`config.mk`:
```
export PLATFORM = sky130hd
export DESIGN_NAME = fib_array_engine
export DESIGN_NICKNAME = d
export VERILOG_FILES = /design/src/rtl/fib_array_engine.sv
export SDC_FILE = /design/constraint.sdc
export NUM_CORES = 1
export LEC_CHECK = 0
export BUFFER_PORTS_ARGS = -buffer_cell sky130_fd_sc_hd__buf_2
export CAP_MARGIN = 20
export CORE_ASPECT_RATIO = 1.75
export CORE_MARGIN = 1.5
export CORE_UTILIZATION = 47
export CTS_BUF_LIST = sky130_fd_sc_hd__clkbuf_8
export DETAILED_ROUTE_END_ITERATION = 16
export PLACE_DENSITY = 0.7
export SETUP_SLACK_MARGIN = 0.2
export SYNTH_ARGS = -nofsm -noshare
export SYNTH_HDL_FRONTEND = slang
export SYNTH_SLANG_ARGS = --single-unit
```
`constraint.sdc`:
```
create_clock -name clk -period 5 [get_ports clk]
set_clock_uncertainty 0.2 [all_clocks]
set_input_delay 0.5 -clock clk [delete_from_list [all_inputs] [get_ports clk]]
set_output_delay 0.5 -clock clk [all_outputs]
set_load 0.005 [all_outputs]
```
`src/rtl/fib_array_engine.sv`:
```
// Multi-channel iterative Fibonacci engine with start/busy/done handshake,
// per-channel saturation/overflow flags and a registered cross-channel total.
module fib_array_engine #(
    parameter int WIDTH    = 8,
    parameter int CHANNELS = 2,
    parameter int SUM_W    = (WIDTH + $clog2(CHANNELS) > WIDTH + 1) ?
                             (WIDTH + $clog2(CHANNELS)) : (WIDTH + 1)
) (
    input  logic                      clk,
    input  logic                      reset_button,
    input  logic                      start,
    input  logic [CHANNELS*WIDTH-1:0] n_in,
    output logic                      busy,
    output logic                      done,
    output logic [CHANNELS*WIDTH-1:0] fib_out,
    output logic [CHANNELS-1:0]       ovf,
    output logic [SUM_W-1:0]          total_sum
);

    typedef enum logic [1:0] {S_IDLE, S_RUN, S_SUM} state_t;

    localparam logic [WIDTH-1:0] L_ONE = WIDTH'(1);

    state_t             r_state;
    state_t             w_next_state;
    logic               r_done;
    logic [SUM_W-1:0]   r_total;
    logic [SUM_W-1:0]   w_total;
    logic [WIDTH-1:0]   w_a [CHANNELS];
    logic [CHANNELS-1:0] w_cnt_zero;
    logic               w_load;
    logic               w_step;

    assign w_load = (r_state == S_IDLE) && start;
    assign w_step = (r_state == S_RUN);

    for (genvar g = 0; g < CHANNELS; g++) begin : g_ch
        logic [WIDTH-1:0] r_a;
        logic [WIDTH-1:0] r_b;
        logic [WIDTH-1:0] r_cnt;
        logic             r_a_sat;
        logic             r_b_sat;
        logic [WIDTH:0]   w_add;

        // Extra bit exposes the carry that signals the true value no longer fits.
        assign w_add = {1'b0, r_a} + {1'b0, r_b};

        // NOTE: sequential state uses non-blocking assignments only, so every
        // register here sees the pre-edge value of its neighbours.
        always_ff @(posedge clk or posedge reset_button) begin
            if (reset_button) begin
                r_a     <= '0;
                r_b     <= '0;
                r_cnt   <= '0;
                r_a_sat <= 1'b0;
                r_b_sat <= 1'b0;
            end else if (w_load) begin
                r_cnt   <= n_in[g*WIDTH +: WIDTH];
                r_a     <= '0;
                r_b     <= L_ONE;
                r_a_sat <= 1'b0;
                r_b_sat <= 1'b0;
            end else if (w_step && (r_cnt != '0)) begin
                r_a     <= r_b;
                r_a_sat <= r_b_sat;
                r_cnt   <= r_cnt - L_ONE;
                if (w_add[WIDTH]) begin
                    r_b     <= '1;
                    r_b_sat <= 1'b1;
                end else begin
                    r_b     <= w_add[WIDTH-1:0];
                    r_b_sat <= r_b_sat | r_a_sat;
                end
            end
        end

        assign w_a[g]                    = r_a;
        assign w_cnt_zero[g]             = (r_cnt == '0);
        assign fib_out[g*WIDTH +: WIDTH] = r_a;
        assign ovf[g]                    = r_a_sat;
    end

    // Zero-extended sum is wide enough for CHANNELS full-scale values.
    always_comb begin
        w_total = '0;
        for (int i = 0; i < CHANNELS; i++) begin
            w_total = w_total + SUM_W'(w_a[i]);
        end
    end

    always_ff @(posedge clk or posedge reset_button) begin
        if (reset_button) begin
            r_state <= S_IDLE;
        end else begin
            r_state <= w_next_state;
        end
    end

    // NOTE: defaulting w_next_state before the case keeps this purely
    // combinational; a missing default path would infer a latch.
    always_comb begin
        w_next_state = r_state;
        case (r_state)
            S_IDLE:  if (start) w_next_state = S_RUN;
            S_RUN:   if (&w_cnt_zero) w_next_state = S_SUM;
            S_SUM:   w_next_state = S_IDLE;
            default: w_next_state = S_IDLE;
        endcase
    end

    always_comb begin
        busy = (r_state == S_RUN) || (r_state == S_SUM);
    end

    always_ff @(posedge clk or posedge reset_button) begin
        if (reset_button) begin
            r_done  <= 1'b0;
            r_total <= '0;
        end else begin
            r_done <= (r_state == S_SUM);
            if (r_state == S_SUM) begin
                r_total <= w_total;
            end
        end
    end

    assign done      = r_done;
    assign total_sum = r_total;

endmodule

```
[Word-level counts from Yosys, hierarchy flattened]
Cells that the tools add are included.
Storage, ports and cells
  output and inout bits: 29
  word-level logic and storage cells: 64
  input port bits: 19
  bits in registers: 64
Cells by class
  bitwise logic cells: 2
  muxes and demuxes: 27
  equality and inequality tests: 4
  reduce and logical (&&, ||, !) cells: 13
  add/sub/neg operators: 5
Operator list (count)
  two-way mux 8 bit: 14
  adder 8 x 8 -> 9 bit: 3
  zero test 8 bit: 2
  nonzero test 8 bit: 2
  subtractor 8 x 1 -> 8 bit (second input constant): 2
  two-way mux 1 bit: 10
  two-way mux 2 bit: 2
  one-hot mux 2 bit (2 select lines): 1
  AND reduction 2 bit: 2
  nonzero test 2 bit: 2
  logical AND 1 bit: 3
  equality test 2 x 1 -> 1 bit (second input constant): 1
  equality test 2 bit (second input constant): 1
  zero test 2 bit: 1
  inequality test 2 x 1 -> 1 bit (second input constant): 1
  inequality test 2 bit (second input constant): 1
  bitwise OR 1 bit: 2
  logical OR 1 bit: 1

[Longest topological paths before layout]
  depth in word-level cells: 4
  depth in mapped cells: 8
  depth with buffers taken out: 8

[Least setup slack after synthesis]
No wires, ideal clock.
  path kind: reg-to-reg
  start point: register g_ch[0].r_a[0]
  end point: register g_ch[0].r_b_sat
  path buffers: 0
  setup time: 0.136 ns
  arrival: 2.107 ns
  stages on the path, launching flop included: 8
  slack: 2.557 ns
  data required time: 4.664 ns
  period minus slack after synthesis: 2.443 ns
  cell sequence: dfrtp_1 ha_1 fa_1 a21o_1 a221oi_1 o21ai_1 o21ai_0 a21oi_1
Between the ends
  cells in the longest elaborated chain, start to end: 4
RTL lines
  from (decl): line 38  | logic [WIDTH-1:0] r_a;
  from (signal assigned): line 64  | r_a <= r_b;
  adder 8 x 8 -> 9 bit: line 46  | assign w_add = {1'b0, r_a} + {1'b0, r_b};
  two-way mux 1 bit: line 67  | if (w_add[WIDTH]) begin
  two-way mux 1 bit: line 63  | end else if (w_step && (r_cnt != '0)) begin
  two-way mux 1 bit: line 57  | end else if (w_load) begin
  to (signal assigned): line 72  | r_b_sat <= r_b_sat | r_a_sat;
  to (decl): line 42  | logic r_b_sat;
No other way between the ends. The select of a mux whose other input is x is not followed.
A chain may end at the register's enable or synchronous reset.

[Worst setup path in the final report]
  start point: register g_ch[1].r_a[0]
  end point: register g_ch[1].r_b[0]
Between the ends
  cells in the longest elaborated chain, start to end: 4
RTL lines
  from (decl): line 38
  from (signal assigned): line 64
  adder 8 x 8 -> 9 bit: line 46
  two-way mux 8 bit: line 67
  two-way mux 8 bit: line 63
  two-way mux 8 bit: line 57
  to (signal assigned): line 71  | r_b <= w_add[WIDTH-1:0];
  to (decl): line 39  | logic [WIDTH-1:0] r_b;
No other way between the ends. The select of a mux whose other input is x is not followed.

==> impl_metrics.ini <==
[clocking]
clock_latency_ns = 0.36
cts.htree.levels = 3
postCtsHoldBufs = 0
cts_setup_buffers = 0
path_clk_slew_ns = 0.07
cts_tree = done
numCtsBuffers = 9
cts.sinks = 64
cts_resized = 0
clk_path_buf_depth = 2
cts_root_buf = clkbuf_8

[finish]
syn2layout_area_growth_pct = 13.5
layout_commonest_cell = nand2_1
nets = 510
drive_gt1_share_pct = 16.9
antenna_cells = 0
fin_util_pct = 54.8
layout_common_cells = nand2_1 (71), dfrtp_1 (64), buf_2 (47)

[worst_setup_path]
path_class = flop to flop
critPathRequiredTime_ns = 5.02
cp_max_fo = 8
cp.arrival_ns = 2.81
cp-end-kind = flop
start_kind = flop

[synthesis]
synth_top_area_cell = dfrtp_1
ys_types = 51
synth_edf_count = 0
syn_area_sq_um = 3820
yosys_warnings = 0
avgSynthCellArea_sq_um = 9.28
synth_area_leaders = dfrtp_1 (42%), ha_1 (10%), nand2_1 (7.0%)
synth.ff_latch_count = 64
yosysTopAreaCellShare_pct = 41.9
seq_area_frac_synth_pct = 41.9
synth_top_flop_cell = dfrtp_1
async_flop_share_pct = 100
postSynthCellCount = 412
syn_nets = 466

[pwr]
p_leak_nw = 2.03
irDropWorstVdd_mv = 0.281
powerDensity_nw_per_um2 = 650

[detailed_routing]
wl_per_cell_um = 15.5
vias = 3124
drt-pass1-iter-count = 4
drc = 0
initialDrtViolationCount = 206
antenna_left = 0
drt-total-wl_mm = 8.56
via_per_inst = 5.67

[floorplan]
start_util_pct = 48.3
dieArea_sq_um = 8700
die_h_um = 122
io_pins = 48
core_area_sq_um = 7910
num_rows = 43
die_w_um = 71.2

[sta]
rsz0062_at_grt = no
slew_headroom_pct = 36.8
finalMaxSlewViolations = 0
worst_pin_slew_ns = 0.942
finalHoldViolations = 0
finalSetupViolations = 0
setup_tns_ns = 0
fin_ws_ns = 2.20
period_needed_ns = 2.80
period_share_pct = 55.9
fmax_ghz = 0.357

[place]
port_buffers = 47
gp_congestion = 0.890
place_ws_ns = 2.20
dp_hpwl_mm = 5.83

[run_status]
outcome = finished, final reports clean

[grt]
grt_pass1_wl_mm = 14.6
grt_overflow = 0
grt_start_max_net_pins = 65
track_usage_pct = 21.5
grt_pass1_vias = 3112
antenna_found_initial = 0

[job]
cap_violations = 0

[worst_hold_path]
hp-class = input pin to flop
## logic make-up after synthesis
family          after synthesis  share of synthesized area, %
buf+inv                      32                          4.09
mux                           2                         0.589
simple gates                133                          16.1
flops                        64                          41.9
compound gates              120                          19.3
xor+xnor                     26                          5.96
fa+ha+maj                    35                          12.0
## state kept, by name, indices dropped and copies added (netlist names)
name and cells:
done 1, g_ch.r_a 16, g_ch.r_a_sat 2, g_ch.r_b 16
g_ch.r_b_sat 2, g_ch.r_cnt 16, r_state 2, total_sum 9
## power breakdown
group          leakage [nW]  switching [W]  internal, W  total [W]
Clock                 0.109       0.000213     0.000271   0.000484
Combinational          1.11       0.000779     0.000613    0.00139
Sequential            0.811       0.000212     0.000733   0.000945
## per-stage QoR
stage	hold slack, ns	std cells	power [W]	instance area (sq um)
3_3_place_gp	0.261	533	0.00225	4080
6_report	0.140	551	0.00282	4340
3_5_place_dp	0.263	533	0.00230	4080
4_1_cts	0.133	549	0.00279	4300
2_1_floorplan	0.275	412	0.00199	3820
5_1_grt	0.163	551	0.00309	4340
## area by class of cell
class	instances	area, sq um
clock buffers	12	165
inverters	14	52.6
repair buffers	51	289
fillers	713	3570
multi-input cells	316	2060
clock inverters	4	51.3
well taps	90	113
flip-flops and latches	64	1600
## layer usage
metal  vias up  track usage, %  part of all wire (%)
li1       1541               -                     -
met1      1484            24.6                    42
met2        78            36.6                    51
met3        21            5.01                   4.0
met4         0            11.4                   3.6
met5         -               0                     0
## cells in the mapped netlist (3+ instances only)
master    number
nor3_1        17
nor2_1        19
o211ai_1       3
fa_1           3
a21oi_1       35
xnor2_1        9
nand2_1       71
ha_1          32
inv_1         14
o21a_1         5
nor2b_1        3
dfrtp_1       64
o21ai_0       18
clkbuf_1      10
buf_4          3
a21o_1         4
a31oi_1        8
nand3_1        6
o21ai_1       26
buf_6          3
xor2_1        17
o31ai_1        3
## path summary, 6_finish.rpt
path | startpoint | endpoint | slack [ns] | depth (start not counted)
min | n_in[9] | g_ch[1].r_cnt[1] | 0.14 | 3
max reg2reg | g_ch[1].r_a[0] | g_ch[1].r_b[0] | 2.20 | 7
max in group asynchronous | reset_button | g_ch[1].r_cnt[2] | 3.87 | 3
min reg2reg | total_sum[4] | total_sum[4] | 0.28 | 2
min in group asynchronous | reset_button | g_ch[1].r_b[3] | 0.17 | 3
max | g_ch[1].r_a[0] | g_ch[1].r_b[0] | 2.20 | 7
## worst max-delay path: stages (launching register included)
cell,delay (ns)
dfrtp_1,0.42
ha_1,0.27
fa_1,0.43
a211oi_1,0.35
o21ai_0,0.15
a31oi_1,0.60
o2bb2ai_1,0.19
nand2_1,0.06
No activity file was read; power rests on OpenSTA's default activity.
